### src/rtl/rv_fetch_pkg.sv
// Shared fetch-stage types and defaults for the IF stage.
// Imported by if_fetch_unit.
package rv_fetch_pkg;

  localparam int XLEN = 32;

  localparam logic [XLEN-1:0] RESET_PC_DEFAULT  = 32'h0000_0000;
  localparam logic [XLEN-1:0] NOP_INSTR_DEFAULT = 32'h0000_0013;  // addi x0,x0,0

  typedef enum logic [1:0] {
    REQ,
    WAIT,
    HOLD,
    HALT
  } fetch_state_t;

endpackage

### src/rtl/if_fetch_unit.sv
// IF stage: owns the PC, single-outstanding req/gnt/rvalid fetch, stall/redirect, stale-response drop.
// Optional FETCH_MISALIGN_CHK_EN adds misalign_o and a HALT state on misaligned redirect targets.
module if_fetch_unit
  import rv_fetch_pkg::*;
#(
  parameter logic [XLEN-1:0] RESET_PC  = RESET_PC_DEFAULT,
  parameter logic [XLEN-1:0] NOP_INSTR = NOP_INSTR_DEFAULT
) (
  input  logic            clk,
  input  logic            reset,
  input  logic            stall_i,
  input  logic            redirect_i,
  input  logic [XLEN-1:0] redirect_pc_i,
  output logic            imem_req_o,
  output logic [XLEN-1:0] imem_addr_o,
  input  logic            imem_gnt_i,
  input  logic            imem_rvalid_i,
  input  logic [XLEN-1:0] imem_rdata_i,
  output logic [XLEN-1:0] PCF,
  output logic [XLEN-1:0] PCPlus4F,
  output logic [XLEN-1:0] InstrF,
  output logic            if_valid_o,
  output logic            if_id_enable_o
`ifdef FETCH_MISALIGN_CHK_EN
  ,
  output logic            misalign_o
`endif
);

  fetch_state_t    r_state;
  logic [XLEN-1:0] r_pc;
  logic [XLEN-1:0] r_instr;
  logic            r_drop;
  logic            r_valid;

  logic [XLEN-1:0] w_redirect_pc;

`ifdef FETCH_MISALIGN_CHK_EN
  logic r_misalign;
  logic w_misalign;

  assign w_redirect_pc = redirect_pc_i;
  assign w_misalign    = redirect_pc_i[1:0] != 2'b00;
  assign misalign_o    = r_misalign;
`else
  logic w_unused_lsbs;

  // Without the checker, targets are forced word-aligned.
  assign w_redirect_pc = {redirect_pc_i[XLEN-1:2], 2'b00};
  assign w_unused_lsbs = ^redirect_pc_i[1:0];
`endif

  always_ff @(posedge clk or posedge reset) begin
    if (reset) begin
      r_state <= REQ;
      r_pc    <= RESET_PC;
      r_instr <= NOP_INSTR;
      r_drop  <= 1'b0;
      r_valid <= 1'b0;
`ifdef FETCH_MISALIGN_CHK_EN
      r_misalign <= 1'b0;
`endif
    end else begin
      unique case (r_state)
        REQ: begin
          if (imem_gnt_i) r_state <= WAIT;
        end
        WAIT: begin
          if (imem_rvalid_i) begin
            if (r_drop || redirect_i) begin
              r_drop  <= 1'b0;
              r_state <= REQ;
            end else begin
              r_instr <= imem_rdata_i;
              r_valid <= 1'b1;
              r_state <= HOLD;
            end
          end
        end
        HOLD: begin
          if (!stall_i) begin
            r_pc    <= r_pc + XLEN'(4);
            r_valid <= 1'b0;
            r_state <= REQ;
          end
        end
        HALT: begin
          if (imem_rvalid_i) r_drop <= 1'b0;
        end
        default: r_state <= REQ;
      endcase

      // NOTE: redirect is applied after the state update; with non-blocking
      // assignments the later assignment wins, which gives redirect priority
      // over stall and over the normal transitions on the same edge.
      if (redirect_i) begin
        r_pc    <= w_redirect_pc;
        r_valid <= 1'b0;
        unique case (r_state)
          REQ:     if (imem_gnt_i) r_drop <= 1'b1;
          WAIT:    if (!imem_rvalid_i) r_drop <= 1'b1;
          HOLD:    r_state <= REQ;
          default: ;
        endcase
`ifdef FETCH_MISALIGN_CHK_EN
        if (w_misalign) begin
          r_misalign <= 1'b1;
          r_state    <= HALT;
        end
`endif
      end
    end
  end

  // Request is masked during reset so nothing is issued in the reset cycle.
  assign imem_req_o     = (r_state == REQ) && !reset;
  assign imem_addr_o    = r_pc;
  assign PCF            = r_pc;
  assign PCPlus4F       = r_pc + XLEN'(4);
  assign InstrF         = r_valid ? r_instr : NOP_INSTR;
  assign if_valid_o     = r_valid;
  assign if_id_enable_o = stall_i;

endmodule

### config.mk
export PLATFORM = sky130hd
export DESIGN_NAME = if_fetch_unit
export DESIGN_NICKNAME = d
export VERILOG_FILES = /design/src/rtl/rv_fetch_pkg.sv /design/src/rtl/if_fetch_unit.sv
export SDC_FILE = /design/constraint.sdc
export NUM_CORES = 1
export LEC_CHECK = 0
export ABC_AREA = 1
export BUFFER_PORTS_ARGS = -buffer_cell sky130_fd_sc_hd__clkbuf_2
export CORE_MARGIN = 10
export CORE_UTILIZATION = 30
export CTS_BUF_LIST = sky130_fd_sc_hd__clkbuf_16
export CTS_CLUSTER_SIZE = 24
export DETAILED_ROUTE_END_ITERATION = 8
export PLACE_DENSITY_LB_ADDON = 0.12
export SYNTH_ARGS = -nofsm -noshare
export SYNTH_HDL_FRONTEND = slang
export SYNTH_SLANG_ARGS = --single-unit
### constraint.sdc
create_clock -name clk -period 3.75 [get_ports clk]
set_input_delay 0.75 -clock clk [delete_from_list [all_inputs] [get_ports clk]]
set_output_delay 0.75 -clock clk [all_outputs]
set_load 0.01 [all_outputs]
### Yosys cells after proc, flatten, opt, wreduce, memory -nomap -nowiden

Cells that the tools add are included.

* bits in writable memories: 0
* register bits after elaboration: 68
* logic and storage cells: 47
* output and inout bits: 131
* memories kept: 0
* bits in latches: 0
* memory bits (read-only): 0
* bits of input ports: 70

* $mul: 0
* mux-type cells: 24
* bitwise operators: 1
* divide/modulo/power cells: 0
* add/sub/neg operators: 1
* reductions and logical operators: 9
* order comparisons: 0
* shifts and indexed selects: 0
* equal/unequal tests: 7

Operators with widths (count)
* two-way mux 32 bit: 4
* adder 32 x 3 -> 32 bit (second input constant): 1
* two-way mux 2 bit: 6
* two-way mux 1 bit: 10
* != test 3 bit (second input constant): 3
* one-hot mux 1 bit (2 select lines): 3
* one-hot mux 2 bit (3 select lines): 1
* equality test 2 bit (second input constant): 2
* AND reduction 4 bit: 1
* AND reduction 3 bit: 1
* nonzero test 3 bit: 1
* equality test 2 x 1 -> 1 bit (second input constant): 1
* logical NOT 2 bit: 1
* != test 2 x 1 -> 1 bit (second input constant): 1
* AND reduction 2 bit: 1
* nonzero test 2 bit: 1
* logical AND 1 bit: 1
* logical NOT 1 bit: 1
* logical OR 1 bit: 1
* NOT 1 bit: 1

### Depth between registers and ports, before layout

Gate-level depths: netlist of the first run.

* depth after elaboration: 7
* mapped depth: 10
* gate-level depth less buffers: 10

### Least setup slack after synthesis of the first run

No wires, ideal clock.

* kind: register to output
* start: register r_pc[3], in the netlist PCF[3]
* end: output port PCPlus4F[22]
* path slack: 1.694 ns
* stages on the path, launching flop included: 8
* required time: 3.000 ns
* buffers on the path: 0
* arrival time: 1.306 ns
* cells stage by stage: dfrtp_1 -> ha_1 -> nand2_1 -> nor2_2 -> nand2_2 -> nor2_4 -> nand3b_1 -> nand2_1

* word-level cells in the longest chain between the ends: 1

RTL lines
* from (decl): RTL line if_fetch_unit.sv:31 `logic [XLEN-1:0] r_pc;`
* from (signal assigned): RTL line if_fetch_unit.sv:82 `r_pc <= r_pc + XLEN'(4);`
* from (signal assigned): RTL line if_fetch_unit.sv:97 `r_pc <= w_redirect_pc;`
* adder 32 x 3 -> 32 bit: RTL line if_fetch_unit.sv:119 `assign PCPlus4F = r_pc + XLEN'(4);`
* to (decl): RTL line if_fetch_unit.sv:20 `output logic [XLEN-1:0] PCPlus4F,`

Every way passes these cells.

### Final worst setup path of the first run

* start: register r_pc[3], in the netlist PCF[3]
* end: output port PCPlus4F[26]

The elaborated chain is that of the path after synthesis.

==> impl_metrics.yaml, run 1 <==
clocking:
  cts.hold.buffers_added: 0
  clock_sink_total: 66
  root_driver: "sky130_fd_sc_hd__clkbuf_16"
  clock_latency_ns: 0.34
  cts_max_level: 3
  max-clock-path-buffers: 2
  clk_pin_slew_worst_paths_ns: 0.06
  cts-buffers-inserted: 9
  tritoncts: "built"
  cts_resized: 0
  postCtsSetupRepairBufs: 0
layout:
  final_cell_mix: "sky130_fd_sc_hd__nand2_1 (227), sky130_fd_sc_hd__clkbuf_2 (192), sky130_fd_sc_hd__inv_1 (103), sky130_fd_sc_hd__nor2_1 (82), sky130_fd_sc_hd__dfrtp_1 (63)"
  post-route-util: 0.388
  finish.cell_count_without_fillers: 1022
  nets_final: 904
  diode_count: 0
  final_common_cell: "sky130_fd_sc_hd__nand2_1"
  post-route-cell-area_um2: 5640
  area_growth_from_synthesis_to_layout_pct: 27.1
  drive_gt1_frac: 0.290
floorplanning:
  core_area_um2: 14500
  initial_utilization: 0.305
  die_height_um: 142
  dieArea_um2: 20100
  design.portCount: 201
  die-width_um: 142
  floorplan.rows: 44
sta:
  max-slew-margin-rel: 0.536
  tns_ns: 0
  holdWs_ns: 0.363
  timing.clock.skew_ns: 0.00653
  grt_setup_unrepaired: "false"
  worst-slew-pin-transition_ns: 0.695
  finalCriticalPeriod_ns: 2.72
  timing.final.hold_violations: 0
  achievable-frequency_ghz: 0.368
  report.final.slew_viol_count: 0
  period_share: 0.725
  setup_viol_count_final: 0
global_route:
  antenna_violations_before_repair: 1
  grt_pass1_wl_um: 23500
  groute.usage.overall: 0.145
  grt_pass1_vias: 4451
  grt_max_degree: 49
  global_route.overflow_total: 0
critical_path:
  worstPathCellList: "ha_1 -> nand2_1 -> nor2_2 -> nand2_2 -> inv_1 -> nand3_1 -> nand2_1 -> clkbuf_2"
  cp_endpoint_kind: "output pin"
  critPathBufInv: 2
  critPathMaxFanout: 6
  cp-startpoint: "PCF[3]$_DFFE_PP0P_"
  worst_r2r_startpoint: "r_state[1]$_DFFE_PP0P_"
  critPathMostFrequentCell: "sky130_fd_sc_hd__nand2_1"
  worst_path_max_delay_cell: "sky130_fd_sc_hd__dfrtp_1"
  crit_path_start_kind: "flop"
  critical_path_arrival_ns: 1.97
  crit_family: "simple AND/OR/NAND/NOR gates"
  setup.worst_path.class: "flop to output pin"
  timing.critical_path.slowest_cell_delay_ns: 0.45
  data_required_time_at_the_worst_endpoint_ns: 3.00
synth:
  synth-seq-area-share: 0.373
  synth_seq_cells: 66
  netlist_instances: 679
  synth-main-ff-cell: "sky130_fd_sc_hd__dfrtp_1"
  synth_cell_type_count: 32
  synth_area_per_cell_um2: 6.54
  yosysWarningCount: 0
  synth.cell_area_um2: 4440
  synth_edf_count: 0
  asyncSetResetFlopFracSynth: 1.00
detailed_routing:
  pre_repair_dr_iteration_count: 5
  drt_iter0_drc: 202
  via_count: 4513
  detail_route.vias_per_cell: 4.42
  detailed_route_wire_length_um: 14900
  avgRoutedWirePerCell_um: 14.6
  drc_markers: 0
  ant_nets: 0
place:
  place.detailed.instances: 1006
  area_post_placement_um2: 5310
  place.gp.congestion: 0.821
  hpwl_um: 11700
  numPortBuffers: 192
power_and_ir_drop:
  leakagePower_nw: 3.37
  peakVddDrop_uv: 226
  cellPowerDensity_nw_per_um2: 428
min_path:
  holdCritPathClass: "input port to async pin"
run:
  total_of_max_cap_violations: 0
outcome:
  outcome: "completed"
## cell usage after synthesis (2+ instances only)
master	count	share of area
sky130_fd_sc_hd__a21oi_1	13	0.015
sky130_fd_sc_hd__buf_2	11	0.012
sky130_fd_sc_hd__buf_4	37	0.063
sky130_fd_sc_hd__buf_6	2	0.0051
sky130_fd_sc_hd__clkbuf_1	10	0.0085
sky130_fd_sc_hd__dfrtp_1	63	0.36
sky130_fd_sc_hd__dfstp_2	3	0.018
sky130_fd_sc_hd__inv_1	103	0.087
sky130_fd_sc_hd__inv_2	3	0.0025
sky130_fd_sc_hd__nand2_1	227	0.19
sky130_fd_sc_hd__nand2_2	4	0.0056
sky130_fd_sc_hd__nand2_4	2	0.0051
sky130_fd_sc_hd__nand3_1	28	0.032
sky130_fd_sc_hd__nand3b_1	4	0.0068
sky130_fd_sc_hd__nand4_1	4	0.0056
sky130_fd_sc_hd__nor2_1	82	0.069
sky130_fd_sc_hd__nor2_2	6	0.0085
sky130_fd_sc_hd__nor2_4	5	0.013
sky130_fd_sc_hd__o21ai_0	35	0.039
sky130_fd_sc_hd__o21ai_1	15	0.017
sky130_fd_sc_hd__o22ai_1	5	0.0070
sky130_fd_sc_hd__or2_2	3	0.0042
sky130_fd_sc_hd__xor2_1	5	0.0099
## flip-flops by register name, summed over array words and instances, names as in the netlist
| signal | count |
|---|---|
| r_instr | 32 |
| PCF | 30 |
| r_state | 2 |
| if_valid_o | 1 |
| r_drop | 1 |
## logic make-up after synthesis
logic type,count (synthesis),synth area share
AOI/OAI and AO/OA,72,0.0851
DFF,66,0.373
buffers and inverters,166,0.178
other,1,0.000845
and+or+nand+nor,367,0.348
xor gates and xnor gates,6,0.0118
adders and majority gates,1,0.00282
## final cells by class
class	count	area, um2
well taps	184	230
repair buffers	198	1010
fillers	1624	8890
clock inverters	7	110
clock buffers	9	225
multi-input cells	452	2020
flip-flops and latches	66	1660
inverters	106	398
## metrics by stage
| stage | setup WS [ns] | power (mW) |
|---|---|---|
| 6_report | 1.03 | 2.41 |
| 3_3_place_gp | 1.38 | 1.47 |
| 2_1_floorplan | 1.35 | 1.25 |
| 3_5_place_dp | 1.28 | 1.47 |
| 5_1_grt | 0.837 | 2.56 |
| 4_1_cts | 1.01 | 2.46 |
## power by group
part / total [mW] / internal (mW) / switching, mW
Combinational: 0.580 / 0.219 / 0.362
Sequential: 0.863 / 0.763 / 0.0995
Clock: 0.968 / 0.643 / 0.325
## worst paths after layout
kind	slack (ns)	depth (start not counted)	endpoint
worst max-delay path	1.03	8	PCPlus4F[26]
worst min-delay path	0.36	2	r_instr[6]$_DFFE_PP0P_
worst max register to register	1.99	7	r_instr[27]$_DFFE_PP0P_
worst min register to register	0.47	2	r_instr[0]$_DFFE_PP1P_
max in group asynchronous	2.67	3	PCF[9]$_DFFE_PP0P_
min in group clk	0.47	2	r_instr[0]$_DFFE_PP1P_
## layer usage
metal | vias to the layer above | global-route usage | routed length [um]
met4 | 2 | 0.0452 | 168
met1 | 2032 | 0.181 | 6630
met5 | - | 0 | 13
met2 | 144 | 0.228 | 6730
li1 | 2322 | - | -
met3 | 13 | 0.0531 | 1340
No activity file was read; power rests on OpenSTA's default activity.
==> run 2: changes to the inputs <==
- ABC_AREA: 1 -> 0
- clock period: 3.75 -> 2.5 ns (I/O delays scaled with it)
==> run 2 against run 1 <==
The flow now finishes with violations (setup timing). Utilization increased by 7.1 points. Cell area increased by 9.2%. Clock skew about the same. Cell count decreased by 18%. Count of clock-buffer cells in the layout unchanged. Sequential power increased by 90%. Hold slack got worse by 0.19 ns. Synthesized cell count decreased by 35%. Power increased by 84%. Area after synthesis decreased by 6.3%. Global-route usage decreased by 0.070 points. Highest routed layer is now met4.
==> impl_metrics.yaml, run 2 <==
sta:
  timing.clock.skew_ns: 0.00638
  timing.final.hold_violations: 0
  finalCriticalPeriod_ns: 2.59
  grt_setup_unrepaired: "true"
  timing.final.ws_setup_ns: -0.0854
  max-slew-margin-rel: 0.446
  worst-slew-pin-transition_ns: 0.831
  setup_viol_count_final: 7
  report.final.slew_viol_count: 0
  period_share: 1.03
  achievable-frequency_ghz: 0.387
clocking:
  clock_latency_ns: 0.32
  max-clock-path-buffers: 2
  clk_pin_slew_worst_paths_ns: 0.06
  root_driver: "sky130_fd_sc_hd__clkbuf_16"
  cts.hold.buffers_added: 0
  cts-buffers-inserted: 9
  tritoncts: "built"
  cts_max_level: 3
  clock_sink_total: 66
power_and_ir_drop:
  peakVddDrop_uv: 314
  cellPowerDensity_nw_per_um2: 720
  leakagePower_nw: 2.91
outcome:
  outcome: "finished, violations left"
  violations: "setup timing"
detailed_routing:
  detailed_route_wire_length_um: 14500
  drc_markers: 0
  pre_repair_dr_iteration_count: 4
  avgRoutedWirePerCell_um: 17.3
  detail_route.vias_per_cell: 4.77
  ant_nets: 0
  via_count: 3996
  drt_iter0_drc: 129
place:
  dp_worst_setup_slack_ns: 0.0531
  numPortBuffers: 192
  place.gp.congestion: 0.828
  area_post_placement_um2: 5320
  hpwl_um: 11100
synth:
  yosys-top-cells-area: "sky130_fd_sc_hd__dfrtp_1 (38%), sky130_fd_sc_hd__mux2_2 (8.7%), sky130_fd_sc_hd__buf_4 (6.7%), sky130_fd_sc_hd__xnor2_1 (5.1%), sky130_fd_sc_hd__and2_1 (4.5%)"
  synth_cell_type_count: 47
  asyncSetResetFlopFracSynth: 1.00
  yosys.area.top_type: "sky130_fd_sc_hd__dfrtp_1"
  yosysWarningCount: 0
  synth-seq-area-share: 0.398
  netlist_top_cells_count: "sky130_fd_sc_hd__dfrtp_1 (63), sky130_fd_sc_hd__buf_4 (37), sky130_fd_sc_hd__mux2_2 (32)"
  synth_area_per_cell_um2: 9.41
  synth-main-ff-cell: "sky130_fd_sc_hd__dfrtp_1"
  library_cell_with_the_highest_instance_count_after_synthesis: "sky130_fd_sc_hd__dfrtp_1"
  synth_edf_count: 0
  netlist_instances: 442
  synth_seq_cells: 66
  synth.cell_area_um2: 4160
  synth.top_cell.area_share: 0.379
floorplanning:
  core_area_um2: 13400
  die_height_um: 138
  initial_utilization: 0.310
  dieArea_um2: 19000
  die-width_um: 138
  design.portCount: 201
  floorplan.rows: 42
global_route:
  antenna_violations_before_repair: 0
  global_route.overflow_total: 0
  groute.usage.overall: 0.145
  grt_pass1_vias: 4117
  grt_max_degree: 38
  grt_pass1_wl_um: 22000
critical_path:
  worst-r2r-cell-count: 7
  setup.worst_path.class: "flop to output pin"
  worstPathCellList: "buf_6 -> nand3_4 -> or4_4 -> nor3_4 -> xor2_1 -> buf_2"
  timing.critical_path.slowest_cell_delay_ns: 0.65
  crit_path_start_kind: "flop"
  cp_endpoint_kind: "output pin"
  critical_path_arrival_ns: 2.09
  worst_r2r_startpoint: "PCF[7]$_DFFE_PP0P_"
  data_required_time_at_the_worst_endpoint_ns: 2.00
  timing.reg2reg.setup_slack_ns: 0.17
  critPathMaxFanout: 7
  timing.rr.end: "PCF[16]$_DFFE_PP0P_"
  worst_path_max_delay_cell: "sky130_fd_sc_hd__or4_4"
layout:
  final_common_cell: "sky130_fd_sc_hd__clkbuf_2"
  nets_final: 728
  area_growth_from_synthesis_to_layout_pct: 48.0
  diode_count: 0
  final_cell_mix: "sky130_fd_sc_hd__clkbuf_2 (176), sky130_fd_sc_hd__dfrtp_1 (62), sky130_fd_sc_hd__buf_4 (61), sky130_fd_sc_hd__mux2_2 (32), sky130_fd_sc_hd__and2_1 (30)"
  post-route-cell-area_um2: 6160
  largest-register: "r_instr"
  number_of_flip_flops_in_the_largest_register: 32
  drive_gt1_frac: 0.544
  post-route-util: 0.460
min_path:
  holdCritPathClass: "input port to async pin"
run:
  total_of_max_cap_violations: 0
run 2: cell count changes in the layout (fill, tap and decap cells not counted), moves of 19 or more:
cell / before / now
sky130_fd_sc_hd__and2_1: 0 / 30
sky130_fd_sc_hd__nor2_1: 82 / 27
sky130_fd_sc_hd__buf_4: 6 / 61
sky130_fd_sc_hd__o21ai_0: 35 / 11
sky130_fd_sc_hd__nand2_1: 227 / 26
sky130_fd_sc_hd__mux2_2: 0 / 32
sky130_fd_sc_hd__xnor2_1: 1 / 20
sky130_fd_sc_hd__inv_1: 103 / 6
run 2: kinds of logic after synthesis:
group / after synthesis / synth area share
muxes: 33 / 0.0890
buffers and inverters: 77 / 0.109
DFF: 66 / 0.398
AOI/OAI and AO/OA: 57 / 0.0920
adders and majority gates: 1 / 0.00301
and+or+nand+nor: 169 / 0.228
xor gates and xnor gates: 38 / 0.0800
other: 1 / 0.000901
run 2: worst max-delay path by stage:
stage / start / end / cells past startpoint
floorplan: PCF[4]$_DFFE_PP0P_ / PCPlus4F[23] / 5
global placement: PCF[3]$_DFFE_PP0P_ / PCPlus4F[16] / 7
detailed placement: PCF[2]$_DFFE_PP0P_ / PCPlus4F[16] / 7
CTS: PCF[3]$_DFFE_PP0P_ / PCPlus4F[30] / 6
global route: PCF[3]$_DFFE_PP0P_ / PCPlus4F[25] / 6
finish: PCF[2]$_DFFE_PP0P_ / PCPlus4F[25] / 6
run 2: what timing repair did:
item,in CTS,in global routing
gates cloned,1,0
setup buffers,13,16
setup endpoints to repair,18,19
resized for setup,25,46
pin swaps,8,12
run 2: final cells by class:
cell class              instances  area, um2
repair buffers                268       1630
fillers                      1316       7240
clock inverters                 7       93.8
flip-flops and latches         66       1660
inverters                       8       30.0
clock buffers                   9        225
well taps                     176        220
multi-input cells             304       2310
run 2: metal layers:
metal  global-route usage  vias to the layer above  share of wire
li1                     -                     1952              -
met1                0.186                     1886           0.44
met2                0.234                      146           0.46
met3               0.0335                       12          0.082
met4               0.0475                        0          0.012
met5                    0                        -              0
run 2: metrics by stage:
stage / instances / setup TNS [ns] / total power, mW / hold slack, ns
after detailed placement: 793 / 0 / 3.05 / 0.487
after global placement: 793 / 0 / 3.01 / 0.481
final: 838 / -0.272 / 4.43 / 0.176
after floorplan: 447 / 0 / 2.51 / 0.472
after global routing: 838 / -1.92 / 4.72 / 0.207
after CTS: 823 / -0.999 / 4.46 / 0.188
run 2: report_power, final:
group / leakage [nW] / total [mW] / switching (mW) / internal [mW]
Sequential: 0.773 / 1.64 / 0.218 / 1.42
Combinational: 1.99 / 1.44 / 0.702 / 0.741
Clock: 0.151 / 1.35 / 0.480 / 0.871
Total: 2.91 / 4.43 / 1.40 / 3.03
run 2: critical path: cells and delay by family, from the launching register on:
kind / cells / cell delay [ns]
DFF: 1 / 0.40
and+or+nand+nor: 3 / 0.94
buffers and inverters: 2 / 0.27
xor gates and xnor gates: 1 / 0.15
